<file path="src/rtl/lsu_ctrl_pkg.sv">
`default_nettype none
// ============================================================================
// Module   : lsu_ctrl_pkg
// Brief    : Shared funct3 codes, FSM state encoding and access-size helpers
//            for the load/store unit.
// Revision : 1.0  initial release
// ============================================================================
package lsu_ctrl_pkg;

    // RV32I load/store funct3 codes
    localparam logic [2:0] LSU_LB  = 3'd0;
    localparam logic [2:0] LSU_LH  = 3'd1;
    localparam logic [2:0] LSU_LW  = 3'd2;
    localparam logic [2:0] LSU_LBU = 3'd4;
    localparam logic [2:0] LSU_LHU = 3'd5;
    localparam logic [2:0] LSU_SB  = 3'd0;
    localparam logic [2:0] LSU_SH  = 3'd1;
    localparam logic [2:0] LSU_SW  = 3'd2;

    typedef enum logic [1:0] {
        LSU_IDLE = 2'd0,
        LSU_ACC0 = 2'd1,
        LSU_ACC1 = 2'd2,
        LSU_DONE = 2'd3
    } lsu_state_t;

    // Access size in bytes from funct3[1:0] (3 is illegal and never reaches RAM)
    function automatic logic [2:0] lsu_size(input logic [1:0] sz);
        case (sz)
            2'd0:    lsu_size = 3'd1;
            2'd1:    lsu_size = 3'd2;
            default: lsu_size = 3'd4;
        endcase
    endfunction

    // An access crosses a word boundary when its last byte lies in the next word
    function automatic logic lsu_crosses(input logic [1:0] off, input logic [2:0] funct3);
        logic [2:0] w_end;
        w_end = {1'b0, off} + lsu_size(funct3[1:0]);
        lsu_crosses = (w_end > 3'd4);
    endfunction

    function automatic logic lsu_illegal(input logic we, input logic [2:0] funct3);
        if (we)
            lsu_illegal = (funct3 > LSU_SW);
        else
            lsu_illegal = (funct3 == 3'd3) || (funct3 == 3'd6) || (funct3 == 3'd7);
    endfunction

endpackage
`default_nettype wire

</file>
<file path="src/rtl/lsu_ctrl_align.sv">
`default_nettype none
// ============================================================================
// Module   : lsu_ctrl_align
// Brief    : Purely combinational lane logic for the load/store unit.
//            i_off/i_funct3 : byte offset and access type
//            i_wdata        : LSB-aligned store data
//            i_rd_lo/i_rd_hi: first/second RAM word of a load
//            o_mask         : 8-bit byte mask over the two-word window
//            o_wshift       : store data placed into the two-word window
//            o_load         : extracted, sign/zero-extended load word
//            o_cross        : access spans two words
// Revision : 1.0  initial release
// ============================================================================
module lsu_ctrl_align (
    input  logic [1:0]  i_off,
    input  logic [2:0]  i_funct3,
    input  logic [31:0] i_wdata,
    input  logic [31:0] i_rd_lo,
    input  logic [31:0] i_rd_hi,
    output logic [7:0]  o_mask,
    output logic [63:0] o_wshift,
    output logic [31:0] o_load,
    output logic        o_cross
);
    import lsu_ctrl_pkg::*;

    logic [7:0]  w_size_mask;
    logic [63:0] w_rshift;
    logic        w_sext;

    always_comb begin
        case (i_funct3[1:0])
            2'd0:    w_size_mask = 8'h01;
            2'd1:    w_size_mask = 8'h03;
            default: w_size_mask = 8'h0F;
        endcase

        o_mask   = w_size_mask << i_off;
        o_wshift = {32'd0, i_wdata} << {i_off, 3'b000};
        w_rshift = {i_rd_hi, i_rd_lo} >> {i_off, 3'b000};

        // funct3[2] set selects the unsigned (BU/HU) variants
        w_sext = ~i_funct3[2];
        case (i_funct3[1:0])
            2'd0:    o_load = {{24{w_sext & w_rshift[7]}},  w_rshift[7:0]};
            2'd1:    o_load = {{16{w_sext & w_rshift[15]}}, w_rshift[15:0]};
            default: o_load = w_rshift[31:0];
        endcase

        o_cross = lsu_crosses(i_off, i_funct3);
    end

endmodule
`default_nettype wire

</file>
<file path="src/rtl/lsu_ctrl.sv">
`default_nettype none
// ============================================================================
// Module   : lsu_ctrl
// Brief    : Load/store unit between execute stage and a word-wide data RAM
//            (combinational read, posedge write, no byte enables). Sub-word
//            stores are read-modify-write; word-crossing accesses are split
//            into two word accesses (or flagged when MISALIGN_EN=0).
// Ports    : clk/rst                 clock, synchronous active-high reset
//            req_*                   request handshake and payload
//            rsp_valid_o/rdata/err   one-cycle response
//            ram_addr_o/wr_data/wr_en/ram_rd_data_i  data RAM word port
// Revision : 1.0  initial release
// ============================================================================
module lsu_ctrl #(
    parameter int ADDR_W      = 32,
    parameter int DATA_W      = 32,
    parameter int MISALIGN_EN = 1
) (
    input  logic              clk,
    input  logic              rst,
    input  logic              req_valid_i,
    output logic              req_ready_o,
    input  logic              req_we_i,
    input  logic [2:0]        req_funct3_i,
    input  logic [ADDR_W-1:0] req_addr_i,
    input  logic [DATA_W-1:0] req_wdata_i,
    output logic              rsp_valid_o,
    output logic [DATA_W-1:0] rsp_rdata_o,
    output logic              rsp_err_o,
    output logic [ADDR_W-1:0] ram_addr_o,
    output logic [DATA_W-1:0] ram_wr_data_o,
    output logic              ram_wr_en_o,
    input  logic [DATA_W-1:0] ram_rd_data_i
);
    import lsu_ctrl_pkg::*;

    localparam logic [ADDR_W-3:0] c_word_inc = {{(ADDR_W-3){1'b0}}, 1'b1};

    lsu_state_t        r_state;
    logic              r_we;
    logic [2:0]        r_funct3;
    logic [ADDR_W-1:0] r_addr;
    logic [DATA_W-1:0] r_wdata;
    logic [DATA_W-1:0] r_lo;
    logic [DATA_W-1:0] r_hi;
    logic              r_err;

    logic [7:0]        w_mask;
    logic [63:0]       w_wshift;
    logic [31:0]       w_load;
    logic              w_cross;
    logic [ADDR_W-1:0] w_word0;
    logic [ADDR_W-1:0] w_word1;
    logic [3:0]        w_lane_mask;
    logic [31:0]       w_lane_new;
    logic              w_bad_req;

    lsu_ctrl_align u_align (
        .i_off    (r_addr[1:0]),
        .i_funct3 (r_funct3),
        .i_wdata  (r_wdata),
        .i_rd_lo  (r_lo),
        .i_rd_hi  (r_hi),
        .o_mask   (w_mask),
        .o_wshift (w_wshift),
        .o_load   (w_load),
        .o_cross  (w_cross)
    );

    // Second word address wraps naturally at the top of the address space
    assign w_word0 = {r_addr[ADDR_W-1:2], 2'b00};
    assign w_word1 = {r_addr[ADDR_W-1:2] + c_word_inc, 2'b00};

    assign w_bad_req = lsu_illegal(req_we_i, req_funct3_i) ||
                       ((MISALIGN_EN == 0) && lsu_crosses(req_addr_i[1:0], req_funct3_i));

    // Outputs are gated by rst so a reset arriving mid-access suppresses the
    // pending second write and any response in that same cycle.
    assign req_ready_o = !rst && (r_state == LSU_IDLE);
    assign rsp_valid_o = !rst && (r_state == LSU_DONE);
    assign rsp_err_o   = rsp_valid_o && r_err;
    assign rsp_rdata_o = (rsp_valid_o && !r_we && !r_err) ? w_load : '0;

    always_comb begin
        ram_addr_o    = '0;
        ram_wr_data_o = '0;
        ram_wr_en_o   = 1'b0;
        w_lane_mask   = 4'b0000;
        w_lane_new    = '0;
        if (!rst) begin
            case (r_state)
                LSU_ACC0: begin
                    ram_addr_o  = w_word0;
                    w_lane_mask = w_mask[3:0];
                    w_lane_new  = w_wshift[31:0];
                    ram_wr_en_o = r_we;
                end
                LSU_ACC1: begin
                    ram_addr_o  = w_word1;
                    w_lane_mask = w_mask[7:4];
                    w_lane_new  = w_wshift[63:32];
                    ram_wr_en_o = r_we;
                end
                default: ;
            endcase
        end
        // Bytewise merge of new lanes over the current RAM word
        for (int i = 0; i < 4; i++) begin
            ram_wr_data_o[8*i +: 8] = w_lane_mask[i] ? w_lane_new[8*i +: 8]
                                                     : ram_rd_data_i[8*i +: 8];
        end
    end

    always_ff @(posedge clk) begin
        if (rst) begin
            r_state  <= LSU_IDLE;
            r_we     <= 1'b0;
            r_funct3 <= 3'd0;
            r_addr   <= '0;
            r_wdata  <= '0;
            r_lo     <= '0;
            r_hi     <= '0;
            r_err    <= 1'b0;
        end else begin
            case (r_state)
                LSU_IDLE: begin
                    if (req_valid_i) begin
                        r_we     <= req_we_i;
                        r_funct3 <= req_funct3_i;
                        r_addr   <= req_addr_i;
                        r_wdata  <= req_wdata_i;
                        r_lo     <= '0;
                        r_hi     <= '0;
                        r_err    <= w_bad_req;
                        r_state  <= w_bad_req ? LSU_DONE : LSU_ACC0;
                    end
                end
                LSU_ACC0: begin
                    if (!r_we)
                        r_lo <= ram_rd_data_i;
                    r_state <= w_cross ? LSU_ACC1 : LSU_DONE;
                end
                LSU_ACC1: begin
                    if (!r_we)
                        r_hi <= ram_rd_data_i;
                    r_state <= LSU_DONE;
                end
                LSU_DONE: begin
                    r_state <= LSU_IDLE;
                end
                default: r_state <= LSU_IDLE;
            endcase
        end
    end

endmodule
`default_nettype wire

</file>
<file path="config.mk">
export PLATFORM = sky130hd
export DESIGN_NAME = lsu_ctrl
export DESIGN_NICKNAME = d
export VERILOG_FILES = /design/src/rtl/lsu_ctrl_pkg.sv /design/src/rtl/lsu_ctrl_align.sv /design/src/rtl/lsu_ctrl.sv
export SDC_FILE = /design/constraint.sdc
export NUM_CORES = 1
export LEC_CHECK = 0
export BUFFER_PORTS_ARGS = -buffer_cell sky130_fd_sc_hd__buf_2
export CELL_PAD_IN_SITES_DETAIL_PLACEMENT = 0
export CELL_PAD_IN_SITES_GLOBAL_PLACEMENT = 1
export CORE_ASPECT_RATIO = 1.75
export CORE_MARGIN = 2
export CORE_UTILIZATION = 41
export DETAILED_ROUTE_END_ITERATION = 12
export PLACE_DENSITY = 0.89
export SKIP_LAST_GASP = 1
export SYNTH_ARGS = -nofsm -noshare
export SYNTH_HDL_FRONTEND = slang
export SYNTH_SLANG_ARGS = --single-unit
</file>
<file path="constraint.sdc">
create_clock -name clk -period 3.6 [get_ports clk]
set_input_delay 0.18 -clock clk [delete_from_list [all_inputs] [get_ports clk]]
set_output_delay 0.18 -clock clk [all_outputs]
set_load 0.01 [all_outputs]
</file>
==> impl_summary.md, run 1 <==
Run status
The flow ran to the end, and the final reports show no timing, DRC or antenna violations.

Die
The area of the placeable core is 0.0191 mm2. For this configuration, the core starts out at a cell density of 0.416. The floorplan step set the die height to 188 um.

The width of the chip is ~110 um. The row count is 67. The die covers 0.0206 mm2. For this design the top-level I/O count stands at 203.

Min path
The classification of the worst-slack hold path is in -> reg. For hold timing, the worst endpoint is r_wdata[19]. The worst hold path passes through 3 cells.

The startpoint of the worst hold path is req_wdata_i[19].

Placed design
Once detailed placement completed, the half-perimeter wirelength came to 21,000 um. Port buffering added 200 buffers. The cell count after placement is 1,479.

The weighted congestion at the end of routability-driven global placement is 0.961.

Timing
Setup repair after global routing left no endpoint under its margin. The number of slew-limit violations in the final report was 0. For the pin with the worst max-slew slack, the measured transition is 906 ps.

The routed design could run at a clock period as short as roughly 3100 ps. Setup violations remaining at the end of the flow were counted as 0. Headroom to the max-slew limit came out at 0.395. For the final database, setup skew stands at 7.21 ps. The final count of hold timing violations was 0. For the final routed database, the setup TNS stands at 0 ps. The maximum clock rate is 323 MHz.

In the finished design, the share of the clock period the worst path needs comes to 0.860.

Critical path
The number of cells on the worst reg-to-reg path is 7. The startpoint-to-endpoint class of the critical path is reg -> out. The arrival time reported for the critical path endpoint is 2920 ps. STA classifies the critical path startpoint as a flip-flop. The worst flop-to-flop path startpoint is r_state[0].

The launch point of the worst path is r_state[1]. The endpoint identified for the worst register-to-register timing path is r_hi[16]. The setup check on the worst reg-to-reg path leaves a slack of 1210 ps. The critical path capture point type is an output port. In this run the worst path has a maximum fanout of 8. At the worst endpoint, the required time is 3420 ps.

Flow run
Max-cap violations in this run came to 0.

Routing
The detail route stage leaves a number of antenna-violating nets equal to 0. The count of unresolved DRC violations after routing is 0. Dividing the detail-routed wire length by the instance count gives 18.6 um. The number of design-rule violations left by the first detailed-router iteration is 800. Summing over every cut layer, the via total after detailed routing is between 8,000 and 9,000. The overall routed net length is 28,800 um. The pre-antenna-repair detailed-routing pass consisted of 5 iterations. The mean number of vias per cell is 5.68.

Yosys
The combinational family with the most area after synthesis is simple AND/OR/NAND/NOR gates. Of the total synthesized cell area, the portion taken by AND, OR, NAND and NOR gates is 0.255. The mapped netlist covers 0.00796 mm2.

The sequential share of the synthesized area is 0.320. Yosys mapped a number of flops with a built-in enable equal to 0. By area the synthesized netlist is led by dfxtp_1 (32%), a21oi_1 (12%), nand2_1 (12%). After synthesis, the mean cell area works out to roughly 7.2 um2. Summed over all instances, the cell type with the most area after synthesis is dfxtp_1. The complex-gate fraction of the synthesized area is 0.226. The parity-gate share of the synthesized area counting xor and xnor cells is 0.00550. The area share of fa/ha/maj cells after synthesis is 0.0151. The netlist uses 55 different library cells. The share of synthesized area spent on multiplexers is 0.116.

The number of synthesized register bits is 127. The gate count of the mapped netlist is 1,112. The yosys synthesis warning count is 0. For this run, the leading register cell type out of synthesis is dfxtp_1. The share of Yosys cell area claimed by the top area cell type is 0.320. The share of synthesized flip-flops with an asynchronous set or reset is 0.

Global route
The met2 layer usage reported by global route is 0.488. The first global-routing pass estimated about 44,000 um of wire. For this run, global-route usage on met1 was measured as 0.338. The met3 capacity usage during global routing is 0.0322. The number of global-route vias before repair is around 8,200. The layer flagged by global routing as most heavily used is met2. The initial antenna violation count came to 0. The total overflow left after global routing is 0. The largest net degree at the start of global routing is 50. For this run, the total global-route usage over all layers was measured as 0.278.

Layout
For this run, the share of the core covered by cells in the final layout is 0.523. The top cell types in the final layout, fill and taps aside, are nand2_1 (244), buf_2 (199), a21oi_1 (189). For this run, the post-layout net count is 1,406. The fraction of layout cells with a size suffix above 1 is 0.238.

The synthesis-to-layout area growth is 25.7%. Excluding fillers, the count of instances in the completed layout stands at 1,548. Counting the fill cells in the layout gives between 1,500 and 2,000. The library cell used most frequently in the layout, excluding fill and tap cells, is nand2_1. The antenna cell count is 0.

Pwr
The power share of the combinational group is 0.381. The total power per unit cell area is ~600 mW/mm2. Across the VDD grid, the largest voltage drop is 0.552 mV. The switching power as a share of total power is 0.414.

Of the total power, the clock network draws 0.304. Summed over all cells, the static leakage comes to 4.06 nW. The analysis attributes to net switching a power of 2.55 mW. The share of total power dissipated in sequential elements is 0.314.

The internal power consumption is 3.61 mW.

Clocking
The clock root buffer is clkbuf_16. After clock tree synthesis, the clock-pin slew on the worst setup and hold paths is 60 ps. The number of levels the H-tree was split into is 4.

The later pin in the worst-skew pair is clocked with a latency of 430 ps. The number of sinks handled by clock tree synthesis is approximately 130. Post-CTS repair changed the size of 0 cells.

In this run the deepest clock path goes through 2 buffers. Counting the buffers created by CTS gives 17. The CTS tree is built.
how the worst max path moves through the flow:
stage                              to  slack [ps]  cells after the start
detailed placement  ram_wr_data_o[27]         910                      7
floorplan           ram_wr_data_o[24]        1480                      6
finish              ram_wr_data_o[27]         500                      7
global placement       ram_addr_o[17]        1010                      7
global route        ram_wr_data_o[27]         220                      7
CTS                 ram_wr_data_o[27]         460                      7
critical path, cell delays in order (launching register included):
cell      delay, ps
dfxtp_1         390
inv_1           100
ha_1            320
nor2b_1         310
nand2_1         260
a211oi_4        660
mux2i_1         280
buf_2           170
power groups by stage:
stage | Sequential (mW) | Clock [mW] | Combinational, mW
2_1_floorplan | 1.82 | 0 | 1.72
3_3_place_gp | 1.95 | 0 | 2.27
3_5_place_dp | 1.95 | 0 | 2.28
4_1_cts | 1.92 | 1.89 | 2.32
5_1_grt | 1.97 | 1.94 | 2.58
6_report | 1.94 | 1.87 | 2.35
through the flow:
stage                     setup WS [ps]  hold slack [ps]  area, um2  power (mW)
after detailed placement            906              425       9000        4.23
after global routing                215             7.75      10000        6.49
after global placement             1010              423       9000        4.22
after floorplan                    1480              316       7960        3.54
after CTS                           460            0.158      10000        6.13
final                               503             8.26      10000        6.16
sequential cells by signal, indices dropped and copies added (netlist names):
| name | cells |
|---|---|
| r_err | 1 |
| r_hi | 24 |
| r_state | 2 |
| r_wdata | 32 |
| r_lo | 32 |
| r_we | 1 |
| r_addr | 32 |
| r_funct3 | 3 |
cell usage after synthesis, drive strengths merged, types with 4 or more instances:
cell type  count
and3           6
dfxtp        127
inv           19
o21ai         56
nor2          58
a22o           7
clkbuf        50
a211oi        17
mux2i         48
mux2          39
and2          12
a31oi          8
xor2           4
nand2b         5
nor2b         11
ha             8
nor3           6
buf           46
nand4         11
a21oi        190
nand3         78
a22oi         26
nand2        246
cell type report:
cell class	count	area [um2]	area share
multi-input cells	871	4920	0.492
inverters	19	71.3	0.00713
well taps	241	302	0.0301
repair buffers	258	1530	0.153
clock buffers	22	474	0.0474
clock inverters	10	159	0.0159
flip-flops and latches	127	2540	0.254
logic make-up (layout without fill, tap and decap cells):
| family | Yosys count | in the layout |
|---|---|---|
| muxes | 87 | 87 |
| DFF | 127 | 127 |
| other | 1 | 2 |
| adders and majority gates | 9 | 9 |
| AOI/OAI and AO/OA | 318 | 318 |
| xor gates and xnor gates | 5 | 5 |
| and+or+nand+nor | 450 | 450 |
| buffers and inverters | 115 | 309 |
routing by layer:
layer | vias up | routed length [um]
met5 | - | 0
met4 | 0 | 952
met3 | 64 | 1900
met2 | 395 | 14800
met1 | 4092 | 11200
li1 | 4242 | -
what timing repair did:
item,CTS,global route
setup buffers,0,0
hold endpoints to repair,37,0
hold buffers,37,0
setup endpoints to repair,0,0
Power figures use the tool's default switching activity.
==> run 2: changes to the inputs <==
==> config.mk (replaced) <==
export PLATFORM = sky130hd
export DESIGN_NAME = lsu_ctrl
export DESIGN_NICKNAME = d
export VERILOG_FILES = /design/src/rtl/lsu_ctrl_pkg.sv /design/src/rtl/lsu_ctrl_align.sv /design/src/rtl/lsu_ctrl.sv
export SDC_FILE = /design/constraint.sdc
export NUM_CORES = 1
export LEC_CHECK = 0
export CORE_ASPECT_RATIO = 1.75
export CORE_MARGIN = 2
export CORE_UTILIZATION = 55
export DETAILED_ROUTE_END_ITERATION = 12
export DONT_BUFFER_PORTS = 1
export PLACE_DENSITY = 0.73
export SKIP_LAST_GASP = 1
export SYNTH_ARGS = -nofsm -noshare
export SYNTH_HDL_FRONTEND = slang
export SYNTH_HIERARCHICAL = 1
export SYNTH_SLANG_ARGS = --single-unit
==> impl_summary.md, run 2 <==
Routing
For this run, design rule violations remaining after detail routing come to 0. The total number of vias is 8,788. Dividing the detail-routed wire length by the instance count gives 20.5 um. The antenna violation net count after detailed routing is 0. Using the TritonRoute via totals, the vias-per-cell ratio works out to 6.34.

The overall routed net length is 28,500 um. The detailed router finished its first iteration with ~700 violations. The number of iterations in the first detailed-routing pass is 5.

Die
The initialized floorplan defines 60 standard-cell rows. The initial core utilization is 0.555. The die footprint is 0.0164 mm2. In this run the vertical extent of the chip is 168 um. In this run the horizontal extent of the chip is 97.8 um. The area of the placeable core is 0.0152 mm2. For this design the top-level I/O count stands at ~200.

Critical path
The arrival time reported for the critical path endpoint is 3070 ps. The endpoint required time on the critical path is roughly 3400 ps. The delay of the slowest cell on the worst path is 820 ps. The element type at the critical path start is a flip-flop.

The critical path capture point type is an output port. For this design, the slowest cell found on the critical path is nor2_1. Of all nets on the critical path, the largest fanout is 20. The gate family responsible for the most delay along the worst path is simple AND/OR/NAND/NOR gates.

The sum of buffers and inverters on the critical path is 1. Traced cell by cell, the critical path runs through inv_1 -> ha_1 -> nand2b_1 -> nor2_1 -> a21oi_1 -> o21ai_0. The startpoint-to-endpoint class of the critical path is reg -> out.

Layout
In the layout the commonest cells are nand2_1 (250), a21oi_1 (182), dfxtp_1 (125). The most common cell after layout, fill and taps aside is nand2_1. The antenna cell count is 0. The largest registers in the layout are r_addr (32), r_lo (32), r_wdata (32). The synthesis-to-layout area growth is 17.5%. In the final layout, the share of cells above drive strength 1 is 0.0958. After the last flow step, the layout net total stands at 1,300. The multi-input combinational cells in the finished layout cover a total of 0.00537 mm2. The layout has 1,375 filler cells. Across the whole layout, storage elements account for roughly 0.0025 mm2.

Clocking
The number of buffers added for setup after CTS is 0. The clock-pin slew on the worst setup and hold paths is ~60 ps. The clock latency at the later pin of the worst-skew pair is 420 ps. The hold buffer count at CTS is about 100. TritonCTS built the clock tree.

In this run, CTS created clock tree buffers numbering 17. In this run the deepest clock path goes through 2 buffers. The number of sinks handled by clock tree synthesis is 127.

After clock tree synthesis, the repair step resized 0 gates. The number of levels the H-tree was split into is 4. The tree is rooted in a clkbuf_16.

Timing
The transition time at the pin with the least slew margin is 885 ps. Setup violations remaining at the end of the flow were counted as 0. Of the available clock period, the critical path in the final layout requires 0.902. Setup repair after global routing left no endpoint under its margin.

The routed design could run at a clock period as short as between 3000 and 4000 ps. Setup slack on the critical path of the routed design comes to 355 ps. Adding up every negative setup slack in the final design gives 0 ps. The normalized max-slew margin is 0.410. The final count of hold timing violations is 0. The number of slew-limit violations in the final report is 0. The maximum clock rate is 308 MHz. The largest clock skew in the final design is 15.4 ps.

Global route
The number of global-route vias before repair was 8,261. The largest net degree at the start of global routing is 128. After global routing the overflow that remains totals 0.

The global-route wire length before repair is ~44,000 um. In the global route stage, overall resource usage came out at 0.335. The initial antenna violation count came to 0.

Placed design
Before CTS, the worst setup slack after placement is 804 ps. The congestion estimate from routability-driven global placement came to 0.987. The number of input and output port buffers inserted is 0. The post-detailed-placement half-perimeter wirelength is 19,400 um.

Pwr
The sequential fraction of design power is 0.333. Power spread over the standard cell area amounts to between 600 and 700 mW/mm2. For this design the total switching power over the nets is 2.69 mW. VDD sags by at most 0.437 mV. The power share of the clock group is 0.264. The internal power consumption is 3.34 mW.

Summed over all cells, the static leakage comes to 3.39 nW. The switching power as a share of total power is 0.446. The power share of the combinational group is 0.403.

Run status
The flow ran to the end, and the final reports show no timing, DRC or antenna violations.

Min path
The classification of the worst-slack hold path is in -> reg.

Yosys
The cell count after synthesis came out at 1,157. The synthesized netlist occupies a cell area of 0.00846 mm2. The mean instance size in the synthesized netlist is around 7.3 um2. For this run, the number of Yosys warnings is 6.

Flow run
The max-cap violation count is 0.
[run 2: metrics by stage]
step	instances	util	hold slack (ps)	cell area [um2]	total power [mW]
final	1387	0.652	71.8	9940	6.04
after global routing	1387	0.652	103	9940	6.37
after CTS	1387	0.652	61.6	9940	6.00
after detailed placement	1254	0.550	261	8370	4.28
after global placement	1254	0.550	262	8370	4.25
after floorplan	1166	-	316	8500	3.74
[run 2: per-layer routing]
metal	vias to the layer above	share of wire	GRT usage
met1	4136	0.36	0.369
met2	455	0.51	0.595
li1	4107	-	-
met4	0	0.056	0.187
met3	90	0.071	0.0689
met5	-	0	0
[run 2: cell type report]
type                    instances  share of cell area
repair buffers                122               0.121
clock buffers                  18              0.0432
clock inverters                14              0.0110
multi-input cells             905               0.540
well taps                     186              0.0234
inverters                      15             0.00566
flip-flops and latches        127               0.256
[run 2: worst paths after layout]
| path | start | to | slack (ps) | cells past startpoint |
|---|---|---|---|---|
| worst min-delay path | req_funct3_i[1] | r_err | 70 | 4 |
| worst max-delay path | r_state[1] | ram_addr_o[29] | 350 | 6 |
| worst min register to register | r_hi[21] | r_hi[21] | 460 | 2 |
| worst max register to register | r_state[1] | r_addr[1] | 950 | 7 |
[run 2: power groups by stage]
stage	clock network, mW	logic, mW	registers (mW)
floorplan	0	1.90	1.84
global placement	0	2.23	2.02
detailed placement	0	2.25	2.03
CTS	1.61	2.39	2.00
global route	1.68	2.66	2.04
finish	1.59	2.43	2.01
[run 2: worst register-to-register path: cells and delay by family (launching register included)]
family / cells / cell delay, ps
buffers and inverters: 3 / 1190
and+or+nand+nor: 2 / 540
DFF: 1 / 400
adders and majority gates: 1 / 280
AOI/OAI and AO/OA: 1 / 180
